`config.mk`:
```
export PLATFORM = sky130hd
export DESIGN_NAME = shifter_pipe
export DESIGN_NICKNAME = d
export VERILOG_FILES = /design/src/rtl/shifter_pkg.sv /design/src/rtl/shifter_stage.sv /design/src/rtl/shifter_pipe.sv
export SDC_FILE = /design/constraint.sdc
export NUM_CORES = 1
export LEC_CHECK = 0
export CORE_MARGIN = 3
export CORE_UTILIZATION = 43
export DETAILED_ROUTE_END_ITERATION = 10
export GPL_ROUTABILITY_DRIVEN = 0
export RECOVER_POWER = 25
export SLEW_MARGIN = 20
export SYNTH_ARGS = -nofsm -noshare
export SYNTH_HDL_FRONTEND = slang
export SYNTH_SLANG_ARGS = --single-unit
```
`constraint.sdc`:
```
create_clock -name clk -period 2.3 [get_ports clk]
set_input_delay 0.46 -clock clk [delete_from_list [all_inputs] [get_ports clk]]
set_output_delay 0.46 -clock clk [all_outputs]
set_load 0.02 [all_outputs]
```
`src/rtl/shifter_pkg.sv`:
```
// Shared definitions for the pipelined barrel shifter: mode encodings and
// the legality check used to flag reserved operations.
package shifter_pkg;

  localparam logic [2:0] MODE_SLL = 3'b000;
  localparam logic [2:0] MODE_SRL = 3'b001;
  localparam logic [2:0] MODE_SRA = 3'b010;
  localparam logic [2:0] MODE_ROL = 3'b011;
  localparam logic [2:0] MODE_ROR = 3'b100;

  function automatic logic is_legal_mode(input logic [2:0] mode);
    is_legal_mode = (mode <= MODE_ROR);
  endfunction

endpackage

```
`src/rtl/shifter_stage.sv`:
```
// One pipeline stage: conditionally shifts/rotates by AMT when the matching
// shift-amount bit is set, then registers the item with hold-on-stall.
module shifter_stage
  import shifter_pkg::*;
#(
  parameter int WIDTH = 32,
  parameter int AMT   = 1,
  localparam int SHW  = $clog2(WIDTH),
  localparam int IDX  = $clog2(AMT)
) (
  input  logic             clk,
  input  logic             reset_n,
  input  logic             stall_i,
  input  logic             valid_i,
  input  logic [WIDTH-1:0] data_i,
  input  logic [SHW-1:0]   shamt_i,
  input  logic [2:0]       mode_i,
  input  logic             illegal_i,
  output logic             valid_o,
  output logic [WIDTH-1:0] data_o,
  output logic [SHW-1:0]   shamt_o,
  output logic [2:0]       mode_o,
  output logic             illegal_o
);

  logic             valid_q;
  logic [WIDTH-1:0] data_q;
  logic [WIDTH-1:0] data_d;
  logic [SHW-1:0]   shamt_q;
  logic [2:0]       mode_q;
  logic             illegal_q;

  // Reserved modes bypass the shifter so the operand emerges untouched
  always_comb begin
    data_d = data_i;
    if (shamt_i[IDX] && !illegal_i) begin
      case (mode_i)
        MODE_SLL: data_d = data_i << AMT;
        MODE_SRL: data_d = data_i >> AMT;
        MODE_SRA: data_d = $unsigned($signed(data_i) >>> AMT);
        MODE_ROL: data_d = (data_i << AMT) | (data_i >> (WIDTH - AMT));
        MODE_ROR: data_d = (data_i >> AMT) | (data_i << (WIDTH - AMT));
        default:  data_d = data_i;
      endcase
    end else begin
      data_d = data_i;
    end
  end

  // Stage register: cleared by reset, frozen while the output is stalled
  always_ff @(posedge clk) begin
    if (!reset_n) begin
      valid_q   <= 1'b0;
      data_q    <= {WIDTH{1'b0}};
      shamt_q   <= {SHW{1'b0}};
      mode_q    <= 3'b000;
      illegal_q <= 1'b0;
    end else if (!stall_i) begin
      valid_q   <= valid_i;
      data_q    <= data_d;
      shamt_q   <= shamt_i;
      mode_q    <= mode_i;
      illegal_q <= illegal_i;
    end
  end

  assign valid_o   = valid_q;
  assign data_o    = data_q;
  assign shamt_o   = shamt_q;
  assign mode_o    = mode_q;
  assign illegal_o = illegal_q;

endmodule

```
`src/rtl/shifter_pipe.sv`:
```
// Pipelined barrel shifter: one stage per shift-amount bit, with a global
// stall that freezes every stage while the consumer is not ready.
module shifter_pipe
  import shifter_pkg::*;
#(
  parameter int WIDTH = 32,
  localparam int SHW  = $clog2(WIDTH)
) (
  input  logic             clk,
  input  logic             reset_n,
  input  logic             in_valid,
  output logic             in_ready,
  input  logic [WIDTH-1:0] in_data,
  input  logic [SHW-1:0]   in_shamt,
  input  logic [2:0]       in_mode,
  output logic             out_valid,
  input  logic             out_ready,
  output logic [WIDTH-1:0] out_data,
  output logic             out_illegal
);

  logic             valid_s   [SHW+1];
  logic [WIDTH-1:0] data_s    [SHW+1];
  logic [SHW-1:0]   shamt_s   [SHW+1];
  logic [2:0]       mode_s    [SHW+1];
  logic             illegal_s [SHW+1];
  logic             stall_s;

  // Bubbles are not squeezed out, so any held output blocks the whole pipe
  assign stall_s  = valid_s[SHW] && !out_ready;
  assign in_ready = !stall_s;

  assign valid_s[0]   = in_valid && in_ready;
  assign data_s[0]    = in_data;
  assign shamt_s[0]   = in_shamt;
  assign mode_s[0]    = in_mode;
  assign illegal_s[0] = !is_legal_mode(in_mode);

  for (genvar k = 0; k < SHW; k++) begin : g_stage
    shifter_stage #(
      .WIDTH (WIDTH),
      .AMT   (1 << k)
    ) u_stage (
      .clk       (clk),
      .reset_n   (reset_n),
      .stall_i   (stall_s),
      .valid_i   (valid_s[k]),
      .data_i    (data_s[k]),
      .shamt_i   (shamt_s[k]),
      .mode_i    (mode_s[k]),
      .illegal_i (illegal_s[k]),
      .valid_o   (valid_s[k+1]),
      .data_o    (data_s[k+1]),
      .shamt_o   (shamt_s[k+1]),
      .mode_o    (mode_s[k+1]),
      .illegal_o (illegal_s[k+1])
    );
  end

  assign out_valid   = valid_s[SHW];
  assign out_data    = data_s[SHW];
  assign out_illegal = illegal_s[SHW];

endmodule

```
==> results.md <==
* Total die area at 28,190 sq um
* Fmax at 463.8 MHz
* Initial Utilization at 44.25%
* Area occupied by multi-input gates at 6471 sq um
* Num CTS Buffers at 17
* Fill cells at 2,466
* Seq/Total Area, Yosys at 34.10%
* Final wirelength at 33,460 um
* Count leader, synth: dfxtp_1
* Chip Height at 167.9 um
* HP Class: input port to flip-flop
* Crit path capture: in_ready
* Fin nets at 1,406
* CTS tree: built
* Clk pin slew, worst setup/hold paths at 80 ps
* Power Dens Cells at 642.6 nW/um^2
* Avg Inst Size Synth at 8.097 sq um
* Crit Path Category: input port to output pin
* Post-CTS Hold Buffers at 0
* Peak supply drop at 0.4008 mV
* GRT Total Usage at 23.39%
* Via count at 10,716
* Final cycle utilization of the critical path at 93.75%
* Clock latency on the worst-skew pair at 450 ps
* CTS resizes at 0
* Final Cell Area at 12,740 sq um
* CTS max path bufs at 2
* Total core area at 25,470 sq um
* CP endpoint kind: output pin
* Clock sink total at 192
* # diodes at 0
* Reg2Reg Depth at 4
* ANT nets after route at 0
* CTS root buffer: clkbuf_16
* DIE WIDTH at 167.9 um
* Status: complete, no violations
* Area growth from synthesis to layout at 13.01%
* Initial antenna violation count at 0
* Ports at 79
* CTS H-tree lvls at 4
* Sequential standard cell area at 3847 sq um
* Ranking of synthesized cells by area: dfxtp_1 (34%), o21ai_0 (5.9%), mux2i_1 (5.3%)
* Cell Area, Synth at 11,270 sq um
* Leak at 4.367 nW
* Drt first pass iters at 7
* FF-to-FF Start: g_stage[2].u_stage.mode_o[0]
* #FFs+latches synth at 192
* Largest net degree at the start of global routing at 88
* EDFF count, synth at 0
* Critical Path Start: out_ready
* Clock skew at 15.52 ps
* Detailed router's first-iteration violation count at 1,157
* Final hold viol count at 0
* Share of the synthesized area in the top cell type at 34.10%
* Dpl hpwl at 21,700 um
* CP Launch Type: input port
* Port bufs at 78
* Post-synth ARST share at 0%
* Slew Viols, Final at 0
* Yosys Warn Count at 0
* Share of layout cells above drive strength 1 at 10.76%
* Via/cell ratio at 6.285
* Final setup TNS at 0 ps
* Cell Rows at 58
* Min Tclk post-route at 2156 ps
* Synthesized Nets at 1,436
* Remaining Overflow, GRT at 0
* First-pass GRT wire length at 55,250 um
* Post-CTS Setup Bufs at 0
* Arr. time, crit path at 1700 ps
* Synth area leader: dfxtp_1
* DRC Markers at 0
* Top_reg_cell synth: dfxtp_1
* Worst-margin pin slew at 701.1 ps
* Unrepaired setup endpoints after global routing: no
* # Max-Cap Violations at 0
* Number of global-route vias before repair at 9,888
* R2R setup slack at 370 ps
* CP required at 1840 ps
* R2R Path End: g_stage[3].u_stage.data_o[15]
* WL/cell at 19.62 um
* CP Max Fanout at 2
* Synth cell types at 59
* # setup viols final at 0
* Slew margin rel. at 53.26%
* Placed Instance Area at 12,160 sq um
* Cells after Synth at 1,392
* Top post-synthesis cells by count: dfxtp_1 (192), nand2_1 (134), o21ai_0 (132)
[power by group]
part	total, mW	leakage, nW	internal (mW)	switching, mW
Clock	2.99	0.291	1.47	1.52
Sequential	3.85	1.58	3.53	0.325
Combinational	1.34	2.50	0.653	0.686
Total	8.19	4.37	5.65	2.53
[critical path, cell delays in order]
cell             delay, ps
clkdlybuf4s50_1        500
nor2b_4                 60
inv_4                   70
clkdlybuf4s50_1        600
[area by class of cell]
type / instances / area share, %
clock buffers: 18 / 3.369
clock inverters: 14 / 1.306
inverters: 40 / 1.198
multi-input cells: 985 / 50.81
flip-flops and latches: 192 / 30.21
well taps: 330 / 3.242
repair buffers: 126 / 9.872
[layer usage]
metal | track usage, % | share of wire (%) | vias to the layer above
met4 | 5.407 | 1.3 | 0
met2 | 35.47 | 45 | 368
met5 | 0 | 0 | -
li1 | - | - | 5132
met1 | 35.18 | 48 | 5181
met3 | 3.287 | 5.7 | 35
[cells in the final DEF (no fill, tap or decap), types with 4 or more instances in the layout]
cell	count
clkbuf_16	17
a311oi_1	7
a221oi_1	31
nand3_1	16
o21a_1	4
a31oi_1	16
o32ai_1	7
buf_12	11
mux2_2	51
o31ai_1	15
maj3_1	7
or3b_1	13
buf_4	31
a21oi_1	54
nor2b_1	8
nor3_1	111
mux2_1	19
inv_8	4
nand2_1	134
mux2i_1	60
o21ai_0	133
and3_1	12
a222oi_1	27
a211oi_1	53
nor2_1	57
a32oi_1	12
inv_1	38
dfxtp_1	191
clkbuf_2	6
clkdlybuf4s50_1	76
o22a_1	6
clkinv_8	5
o22ai_1	49
a21boi_0	30
o221ai_1	16
[flip-flops by register name, summed over array words and instances (netlist names)]
signal,cells
g_stage.u_stage.data_o,160
g_stage.u_stage.mode_o,12
g_stage.u_stage.valid_o,5
g_stage.u_stage.shamt_o,10
g_stage.u_stage.illegal_o,5
[cell families after synthesis]
logic type	after synthesis	synth area share, %
multiplexers	130	12.32
AO/OA/AOI/OAI	471	28.08
buffers and inverters	215	8.681
AND/OR/NAND/NOR	373	15.65
adder cells (fa/ha/maj)	7	0.6217
flip-flops	192	34.10
XOR/XNOR	4	0.5441
[worst min path at each step]
stage                                       start                       endpoint  cells after the start
global placement       g_stage[2].u_stage.valid_o     g_stage[2].u_stage.valid_o                      2
CTS                                       reset_n   g_stage[2].u_stage.mode_o[0]                      2
detailed placement  g_stage[2].u_stage.shamt_o[4]  g_stage[3].u_stage.shamt_o[4]                      2
floorplan           g_stage[1].u_stage.shamt_o[2]  g_stage[1].u_stage.shamt_o[2]                      2
global route                              reset_n   g_stage[2].u_stage.mode_o[0]                      2
finish                                    reset_n   g_stage[2].u_stage.mode_o[0]                      2
[per-stage QoR]
stage / worst slack (ps) / power, mW / cells / hold slack (ps) / utilization, %
global route: 66.00 / 8.557 / 1705 / 437.3 / 50.00
finish: 143.7 / 8.185 / 1705 / 434.0 / 50.00
CTS: 137.7 / 8.219 / 1705 / 421.7 / 50.08
detailed placement: 93.37 / 5.245 / 1673 / 457.8 / 47.74
global placement: 136.4 / 5.228 / 1673 / 449.6 / 47.74
floorplan: 562.6 / 4.778 / 1392 / 436.4 / -
(Power assumes the default switching activity.)
